$ cat config.mk
export PLATFORM = sky130hd
export DESIGN_NAME = core_seq_fsm
export DESIGN_NICKNAME = d
export VERILOG_FILES = /design/src/rtl/core_seq_fsm.sv
export SDC_FILE = /design/constraint.sdc
export NUM_CORES = 1
export LEC_CHECK = 0
export ABC_AREA = 1
export ABC_CLOCK_PERIOD_IN_PS = 2200
export CAP_MARGIN = 15
export CORE_MARGIN = 3
export CORE_UTILIZATION = 53
export DETAILED_ROUTE_END_ITERATION = 10
export GPL_ROUTABILITY_DRIVEN = 0
export PLACE_DENSITY = 0.8
export SLEW_MARGIN = 20
export SYNTH_ARGS = -nofsm -noshare
export SYNTH_HDL_FRONTEND = slang
export SYNTH_SLANG_ARGS = --single-unit
$ cat constraint.sdc
create_clock -name clk -period 2.2 [get_ports clk]
set_clock_uncertainty 0.05 [all_clocks]
set_input_delay 0.66 -clock clk [delete_from_list [all_inputs] [get_ports clk]]
set_output_delay 0.66 -clock clk [all_outputs]
set_load 0.01 [all_outputs]
$ cat src/rtl/core_seq_fsm.sv
// Multi-cycle FETCH/DECODE/EXEC/MEM/WB control sequencer for the rv64i core.
// Drives the imem/dmem handshakes and the IR/RF/PC strobes; halts or traps on ebreak, ecall, illegal or bus timeout.
module core_seq_fsm #(
  parameter int unsigned XLEN        = 64,
  parameter int unsigned MEM_TIMEOUT = 255
) (
  input  logic            clk,
  input  logic            rst_n,
  output logic            imem_req,
  input  logic            imem_ack,
  output logic            ir_we,
  input  logic [4:0]      enables,
  input  logic [2:0]      specinst,
  input  logic            decode_error,
  input  logic [1:0]      env_exception,
  input  logic            br_taken,
  output logic            dmem_req,
  output logic            dmem_we,
  input  logic            dmem_ack,
  output logic            rf_we,
  output logic            pc_we,
  output logic [1:0]      pc_sel,
  output logic            halted,
  output logic [2:0]      trap_cause,
  output logic [XLEN-1:0] instret,
  output logic [2:0]      state
);

  localparam int unsigned TW = $clog2(MEM_TIMEOUT + 1);
  localparam logic [TW-1:0] TMO_LIMIT = TW'(MEM_TIMEOUT);

  localparam logic [2:0] S_FETCH  = 3'd0;
  localparam logic [2:0] S_DECODE = 3'd1;
  localparam logic [2:0] S_EXEC   = 3'd2;
  localparam logic [2:0] S_MEM    = 3'd3;
  localparam logic [2:0] S_WB     = 3'd4;
  localparam logic [2:0] S_HALT   = 3'd5;
  localparam logic [2:0] S_TRAP   = 3'd6;

  localparam logic [2:0] SP_BR    = 3'd0;
  localparam logic [2:0] SP_JAL   = 3'd1;
  localparam logic [2:0] SP_JALR  = 3'd2;
  localparam logic [2:0] SP_STORE = 3'd5;

  localparam logic [2:0] C_ILLEGAL = 3'd1;
  localparam logic [2:0] C_ECALL   = 3'd2;
  localparam logic [2:0] C_IFETCH  = 3'd3;
  localparam logic [2:0] C_DMEM    = 3'd4;

  logic [2:0]      state_q, state_d;
  logic [TW-1:0]   tmo_q, tmo_d;
  logic [2:0]      cause_q, cause_d;
  logic            run_q;
  logic [4:0]      en_q;
  logic [2:0]      spec_q;
  logic [XLEN-1:0] instret_q;

  // State, timeout, latched decode fields and retire counter.
  always_ff @(posedge clk or negedge rst_n) begin
    if (!rst_n) begin
      state_q   <= S_FETCH;
      tmo_q     <= '0;
      cause_q   <= '0;
      run_q     <= 1'b0;
      en_q      <= '0;
      spec_q    <= '0;
      instret_q <= '0;
    end else begin
      state_q <= state_d;
      tmo_q   <= tmo_d;
      cause_q <= cause_d;
      run_q   <= 1'b1;
      if (state_q == S_DECODE) begin
        en_q   <= enables;
        spec_q <= specinst;
      end
      if (state_q == S_WB) instret_q <= instret_q + XLEN'(1);
    end
  end

  // Next-state and Moore output decode; strobes also qualify on ack/br_taken.
  always_comb begin
    state_d  = state_q;
    tmo_d    = tmo_q;
    cause_d  = cause_q;
    imem_req = 1'b0;
    ir_we    = 1'b0;
    dmem_req = 1'b0;
    dmem_we  = 1'b0;
    rf_we    = 1'b0;
    pc_we    = 1'b0;
    pc_sel   = 2'd0;
    halted   = 1'b0;

    case (state_q)
      S_FETCH: begin
        if (run_q) begin
          imem_req = 1'b1;
          if (imem_ack) begin
            ir_we   = 1'b1;
            state_d = S_DECODE;
          end else if (tmo_q == TMO_LIMIT) begin
            state_d = S_TRAP;
            cause_d = C_IFETCH;
          end else begin
            tmo_d = tmo_q + TW'(1);
          end
        end
      end
      S_DECODE: begin
        if (decode_error) begin
          state_d = S_TRAP;
          cause_d = C_ILLEGAL;
        end else if (env_exception[1]) begin
          state_d = S_HALT;
        end else if (env_exception[0]) begin
          state_d = S_TRAP;
          cause_d = C_ECALL;
        end else begin
          state_d = S_EXEC;
        end
      end
      S_EXEC: begin
        if (en_q[3] || en_q[4]) begin
          state_d = S_MEM;
          tmo_d   = '0;
        end else begin
          state_d = S_WB;
        end
      end
      S_MEM: begin
        dmem_req = 1'b1;
        dmem_we  = en_q[4];
        if (dmem_ack) begin
          state_d = S_WB;
        end else if (tmo_q == TMO_LIMIT) begin
          state_d = S_TRAP;
          cause_d = C_DMEM;
        end else begin
          tmo_d = tmo_q + TW'(1);
        end
      end
      S_WB: begin
        pc_we   = 1'b1;
        rf_we   = en_q[2] && (spec_q != SP_STORE) && (spec_q != SP_BR);
        if (((spec_q == SP_BR) && br_taken) || (spec_q == SP_JAL)) pc_sel = 2'd1;
        else if (spec_q == SP_JALR)                                pc_sel = 2'd2;
        state_d = S_FETCH;
        tmo_d   = '0;
      end
      S_HALT, S_TRAP: halted = 1'b1;
      default: begin
        state_d = S_TRAP;
        cause_d = C_ILLEGAL;
      end
    endcase
  end

  assign state      = state_q;
  assign trap_cause = cause_q;
  assign instret    = instret_q;

endmodule

---- Word-level counts from Yosys, hierarchy flattened ----
Index checks and enable logic that the tools add are counted.
W data, S select, Z words.
word-level totals
  register bits ........................... 87
  bits of input ports ..................... 16
  output and inout bits ................... 79
  logic and storage cells ................. 80
cells by class
  $add $sub $neg .......................... 2
  equal/unequal tests ..................... 18
  muxes and demuxes ....................... 37
  bitwise operators ....................... 2
  reduce and logical (&&, ||, !) cells .... 14
operators with widths
  kind                     number
  $add A64 B1 Y64 const B  1
  $mux W3                  16
  $mux W8                  5
  $pmux W8 S4              1
  $pmux W3 S6              1
  $ne A2 B2 Y1 const B     6
  $pmux W3 S4              1
  $mux W1                  10
  $eq A3 B2 Y1 const B     3
  $eq A3 B3 Y1 const B     3
  $ne A3 B3 Y1 const B     3
  $add A8 B1 Y8 const B    1
  $eq A8 B8 Y1 const B     1
  $reduce_and A8 Y1        1
  $eq A3 B1 Y1 const B     2
  $logic_not A3 Y1         2
  $mux W2                  3
  $reduce_and A5 Y1        1
  $reduce_bool A4 Y1       1
  $reduce_or A4 Y1         1
  $logic_and A1 B1 Y1      3
  $reduce_bool A3 Y1       1
  $logic_or A1 B1 Y1       2
  $not A1 Y1               2
  other kinds (2)          2

---- Depth between registers and ports, before layout ----
Gate-level depths: netlist (run 1).
  depth in word-level cells ............... 5
  depth in mapped cells ................... 11

---- Worst setup path after synthesis (run 1) ----
Ideal clock, no wire load.
  kind .................................... register to output
  from .................................... register state_q[0] (netlist: state[0])
  to ...................................... output port pc_sel[0]
  arrival ................................. 1322 ps
  setup slack ............................. 168 ps
  cell stages (with the launch flop) ...... 7
  buffers on the path ..................... 1
  cells stage by stage .................... dfrtp_1 > buf_6 > nor2_8 > nand2_8 > inv_1 > o21ai_0 > nor3_1
between the ends
  longest elaborated chain between the ends .. 2
ends and longest elaborated chain
  element                 line  source
  start, declared         50    logic [2:0] state_q, state_d;
  start signal, assigned  69    state_q <= state_d;
  $eq A3 B3 Y1            95    case (state_q)
  $mux W2                 95
  end, declared           22    output logic [1:0] pc_sel,
No other way between the ends.

---- Worst setup path in the final report (run 1) ----
  from .................................... register state_q[1] (netlist: state[1])
  to ...................................... output port pc_sel[0]
The elaborated chain is that of the path after synthesis.

==> results_dict.tcl, run 1 <==
set metrics [dict create \
    synth_top_area_share_pct 41.9 \
    core_area_um2 9280 \
    fin_nets 804 \
    final_common_cell "nand2_1" \
    htree_levels 3 \
    slew_violations 0 \
    setup.worst_path.class "reg2out" \
    clk_transition_reported_paths_ns 0.09 \
    yosys.cell_types.count 38 \
    drt-pass1-iter-count 8 \
    rrSetupSlack_ns 0.12 \
    powerDensity_nw_per_um2 414 \
    insertion_delay_ns 0.35 \
    die_x_um 104 \
    cts_sinks 85 \
    track_usage_pct 25.4 \
    grt_antenna_before_repair 0 \
    p_comb_share_pct 2.4 \
    wirelength_mm 13.2 \
    yosysWarnings 0 \
    placed_cells_incl_taps 894 \
    final_layout_size_suffix_gt1_share_pct 14.7 \
    hold_violations 0 \
    ys_seq_area_share_pct 41.9 \
    power.internal_w 0.00214 \
    violations "DRC, setup timing" \
    yosys.area.top_type "dfrtp_1" \
    crit_path_end "pc_sel[0]" \
    syn2layout_area_growth_pct 30.9 \
    pwr-share-seq_pct 56.7 \
    cts-root-buf "clkbuf_8" \
    place_hpwl_mm 10.0 \
    setup-violations-final 1 \
    grt_overflow 0 \
    power_w 0.00276 \
    max_freq_mhz 451 \
    layout.area.seq_um2 2130 \
    die_area_um2 10800 \
    fillCellCount 735 \
    r2r-start "state[1]$_DFFE_PN0P_" \
    numPortBuffers 92 \
    final_cell_mix "nand2_1, dfrtp_1, clkdlybuf4s50_1, nor2_1, inv_1" \
    synth.top_cells.by_area "dfrtp_1, nand2_1, inv_1" \
    fin_hold_ws_ns 0.0364 \
    avgSynthCellArea_um2 7.78 \
    arrival_ns 1.51 \
    period_minus_slack_ns 2.22 \
    diodes 0 \
    synthCells 653 \
    reg2reg_depth 11 \
    clockBufferDepth 2 \
    grt_pass1_wl_mm 22.7 \
    crit_fanout 4 \
    numCtsBuffers 9 \
    p_sw_share_pct 22.4 \
    status "complete, but fails checks" \
    synth_fp_nets 671 \
    p_leak_nw 3.16 \
    fin_util_pct 71.6 \
    vias 4872 \
    hold_path_class "in2async" \
    worst_slack_ns -0.0174 \
    syn_area_um2 5080 \
    fin_crit_sh_pct 101 \
    grt_max_degree 53 \
    peakVddDrop_mv 0.251 \
    start_kind "flop" \
    ioPinCount 95 \
    die_h_um 104 \
    synth_seq_cells 85 \
    place_area_um2 6340 \
    rsz0062_at_grt "yes" \
    maxCapViolCount 0 \
    stdcell_area_um2 6650 \
    required_ns 1.49 \
    clkPwrFrac_pct 40.9 \
    route.detailed.drc 2 \
    async_flop_share_pct 100 \
    finalNonFillerCells 919 \
    ys.flop_type "dfrtp_1" \
    grt_pass1_vias 4812 \
    multi_input_area_um2 2650 \
    wl_per_cell_um 14.4 \
    r2r-end "instret[51]$_DFFE_PN0P_" \
    synth_edf_count 0 \
    rows 35 \
    p_switching_w 0.000619 \
    worstSetupEndpointType "output pin" \
    antenna_left 0 \
    detail_route.iter0.violations 309 \
    vias_per_cell 5.30 \
    start_util_pct 54.7 \
    postCtsHoldBufs 0 \
    cts_tree "built" \
    worstSetupStartpoint "state[1]$_DFFE_PN0P_" \
]
final cells by class:
type	count	area share (%)
multi-input cells	486	39.9
well taps	129	2.43
inverters	78	4.51
clock inverters	4	0.734
clock buffers	11	2.13
repair buffers	126	18.3
flip-flops and latches	85	32.1
worst max-delay path: stages, from the launching register on:
cell and delay [ns]:
dfrtp_2 0.44, buf_12 0.14, nor2_8 0.11, nand2_8 0.06, inv_6 0.06, o21ai_2 0.04, nor3_1 0.15, buf_2 0.15
cells in the mapped netlist, types with 4 or more instances:
cell type	count
a21oi_1	5
nand3_1	44
inv_1	76
o21ai_1	6
nand4_1	25
xor2_1	30
nand3b_1	8
nand3_2	4
xnor2_1	18
dfrtp_1	85
nand2_2	9
o21ai_0	7
nor3_1	22
nor2_2	4
nor2_1	76
nand2_1	186
nor2_8	4
nor2_4	13
flip-flops by register name, indices dropped and copies added, names as in the netlist:
signal	flops
tmo_q	8
run_q	1
spec_q	3
trap_cause	3
state	3
en_q	3
instret	64
logic make-up after synthesis:
family / after synthesis / synth area share [%]
XOR/XNOR: 49 / 8.59
other: 1 / 0.0738
buffers and inverters: 82 / 6.57
flip-flops: 85 / 41.9
AND/OR/NAND/NOR: 410 / 39.7
AO/OA/AOI/OAI: 24 / 2.66
adder cells (fa/ha/maj): 2 / 0.492
stage by stage:
step	setup TNS [ns]	setup WS, ns
after detailed placement	-0.816	-0.418
after floorplan	0	0.168
after global routing	-0.178	-0.100
after CTS	-0.0427	-0.0240
after global placement	-0.790	-0.424
final	-0.0174	-0.0174
metal layers:
metal / routed length [µm] / track usage [%] / part of all wire, %
met1: 5670 / 32.8 / 43
met2: 6560 / 44.2 / 50
met3: 768 / 3.97 / 5.8
met4: 213 / 7.22 / 1.6
met5: 0 / 0 / 0
worst min-delay path by stage:
stage,slack (ns),start,end,cells past startpoint
2_1_floorplan,0.31,rst_n,en_q[2]$_DFFE_PN0P_,0
3_3_place_gp,0.41,rst_n,instret[6]$_DFFE_PN0P_,1
3_5_place_dp,0.41,rst_n,instret[6]$_DFFE_PN0P_,1
4_1_cts,0.04,rst_n,instret[6]$_DFFE_PN0P_,1
5_1_grt,0.03,rst_n,instret[6]$_DFFE_PN0P_,1
6_report,0.04,rst_n,instret[6]$_DFFE_PN0P_,1
power by group through the flow:
stage,Clock [W],Combinational [W],Sequential (W)
floorplan,0,0.00000309,0.00159
global placement,0,0.0000658,0.00159
detailed placement,0,0.0000673,0.00159
CTS,0.00113,0.0000674,0.00156
global route,0.00120,0.0000747,0.00156
finish,0.00113,0.0000657,0.00156
what timing repair did:
| action | in CTS | in global routing |
|---|---|---|
| setup buffers | 5 | 5 |
| endpoints found under the setup margin | 12 | 13 |
| resized for setup | 36 | 27 |
| pin swaps | 0 | 7 |
(Power assumes the default switching activity.)
==> run 2: changes to the inputs <==
Settings changed: ABC_AREA 1 to default, CORE_UTILIZATION 53 to 55, DONT_BUFFER_PORTS from default to 1, PLACE_DENSITY 0.8 to 0.69.
==> run 2 against run 1 <==
Critical endpoint is now pc_sel[1]. Register-to-register slack about the same. Combinational power increased to 18 times the previous value. The run ends with hold timing, setup timing left. Routed wire length decreased by 25%. Fmax decreased by 3.9%. Sequential cell count unchanged. Sequential share of layout area increased by 9.4 points. Sequential power increased by 24%. Via count decreased by 31%. Setup slack got worse by 0.089 ns.
==> results_dict.tcl, run 2 <==
set metrics [dict create \
    max_freq_mhz 434 \
    die_area_um2 8800 \
    synth_seq_cells 85 \
    setup-violations-final 5 \
    maxCapViolCount 0 \
    place_area_um2 4720 \
    grt_pass1_vias 3357 \
    insertion_delay_ns 0.36 \
    cts_tree "built" \
    final_cell_mix "dfrtp_1, buf_4, nor2_1, nand2_1, xor2_1" \
    core_area_um2 7370 \
    power_w 0.00439 \
    yosysWarnings 0 \
    async_flop_share_pct 100 \
    grt_overflow 0 \
    synth.top_cells.by_area "dfrtp_1, xor2_1, xnor2_1" \
    ys_seq_area_share_pct 50.1 \
    grt_max_degree 86 \
    cts-root-buf "clkbuf_8" \
    syn_area_um2 4240 \
    synthCells 418 \
    violations "hold timing, setup timing" \
    worst_slack_ns -0.107 \
    vias 3340 \
    clk_transition_reported_paths_ns 0.09 \
    setup.worst_path.class "reg2out" \
    p_leak_nw 2.41 \
    clockBufferDepth 2 \
    drt-pass1-iter-count 4 \
    arrival_ns 1.60 \
    antenna_left 0 \
    finalNonFillerCells 586 \
    rsz0062_at_grt "yes" \
    start_kind "flop" \
    fin_nets 500 \
    die_x_um 93.8 \
    period_minus_slack_ns 2.31 \
    synth_fp_nets 436 \
    synth_top_area_share_pct 50.1 \
    track_usage_pct 23.3 \
    wirelength_mm 9.92 \
    reg2reg_depth 6 \
    required_ns 1.49 \
    final_common_cell "dfrtp_1" \
    final_layout_size_suffix_gt1_share_pct 22.4 \
    cts_sinks 85 \
    rrSetupSlack_ns 0.13 \
    ys.flop_type "dfrtp_1" \
    status "complete, but fails checks" \
    stdcell_area_um2 5130 \
    synthTopCellsByCount "dfrtp_1, nor2_1, nand2_1, xor2_1, xnor2_1" \
    synth_edf_count 0 \
    powerDensity_nw_per_um2 856 \
    diodes 0 \
    ioPinCount 95 \
    hold_violations 85 \
    grt_antenna_before_repair 0 \
    r2r-end "instret[43]$_DFFE_PN0P_" \
    placed_cells_incl_taps 559 \
    yosys.area.top_type "dfrtp_1" \
    wl_per_cell_um 16.9 \
    grt_pass1_wl_mm 16.2 \
    synth.most_common_cell "dfrtp_1" \
    yosys.cell_types.count 51 \
    multi_input_area_um2 2090 \
    r2r-start "instret[1]$_DFFE_PN0P_" \
    detail_route.iter0.violations 138 \
    fillCellCount 570 \
    worstSetupEndpointType "output pin" \
    fin_hold_ws_ns -0.0654 \
    numCtsBuffers 9 \
    slew_violations 0 \
    crit_fanout 4 \
    vias_per_cell 5.70 \
    avgSynthCellArea_um2 10.1 \
    rows 31 \
    place_hpwl_mm 6.83 \
    layout.area.seq_um2 2130 \
    peakVddDrop_mv 0.554 \
    hold_path_class "in2async" \
    route.detailed.drc 0 \
    largest_reg_flops 64 \
    start_util_pct 57.6 \
    die_h_um 93.8 \
    syn2layout_area_growth_pct 20.9 \
    numPortBuffers 0 \
    htree_levels 3 \
    fin_crit_sh_pct 105 \
]
run 2: through the flow:
step           utilization (%)  setup slack (ns)  hold WS [ns]  TNS (ns)
2_1_floorplan                -            0.0514         0.314         0
3_3_place_gp              64.1            0.0982         0.317         0
3_5_place_dp              64.1            0.0626         0.317         0
4_1_cts                   68.0           -0.0877       -0.0780    -0.262
5_1_grt                   69.6            -0.204       -0.0884     -1.02
6_report                  69.6            -0.107       -0.0654    -0.316
run 2: worst max-delay path by stage:
| stage | depth (start not counted) | slack, ns | startpoint | end |
|---|---|---|---|---|
| 2_1_floorplan | 6 | 0.05 | state[0]$_DFFE_PN0P_ | instret[43]$_DFFE_PN0P_ |
| 3_3_place_gp | 5 | 0.1 | instret[9]$_DFFE_PN0P_ | instret[43]$_DFFE_PN0P_ |
| 3_5_place_dp | 5 | 0.06 | instret[9]$_DFFE_PN0P_ | instret[43]$_DFFE_PN0P_ |
| 4_1_cts | 5 | -0.09 | state[0]$_DFFE_PN0P_ | pc_sel[1] |
| 5_1_grt | 5 | -0.20 | state[0]$_DFFE_PN0P_ | pc_sel[1] |
| 6_report | 5 | -0.11 | state[0]$_DFFE_PN0P_ | pc_sel[1] |
run 2: layout make-up:
cell class / instances / area share [%]
sequential: 85 / 41.5
tap: 99 / 2.42
timing repair buffer: 61 / 9.49
clock inverter: 6 / 1.83
clock buffer: 10 / 2.68
multi-input combinational: 308 / 40.8
inverter: 17 / 1.24
run 2: repair_timing:
action | 4_1_cts | 5_1_grt
pin swaps | 4 | 4
endpoints found under the hold margin | 85 | 85
buffers inserted | 3 | 8
endpoints found under the setup margin | 9 | 20
resized for setup | 11 | 8
run 2: cells by family (layout without fill, tap and decap cells):
logic type      after synthesis  count (layout)  synth area share [%]
xor+xnor                     65              65                  13.6
simple gates                190             190                  24.5
buf+inv                      25              94                  2.39
compound gates               43              43                  6.90
fa+ha+maj                     2               2                 0.590
other cells                   1               1                0.0884
mux                           7               7                  1.83
flops                        85              85                  50.1
run 2: critical path, cell delays in order, from the launching register on:
cell and delay [ns]:
dfrtp_2 0.45, buf_6 0.14, nor2_4 0.11, nand2_4 0.10, nor4b_4 0.28, buf_4 0.16
run 2: routing by layer:
layer	vias up	wire length, µm	GRT usage, %
met1	1640	4140	27.6
met3	11	603	6.17
li1	1600	-	-
met5	-	0	0
met2	89	5060	40.4
met4	0	123	8.78
run 2: where the power goes:
part	leakage (nW)	internal (W)	switching, W	total [W]
clock network	0.113	0.000681	0.000595	0.00128
registers	1.15	0.00173	0.000208	0.00194
logic	1.14	0.000570	0.000604	0.00117
total	2.41	0.00298	0.00141	0.00439
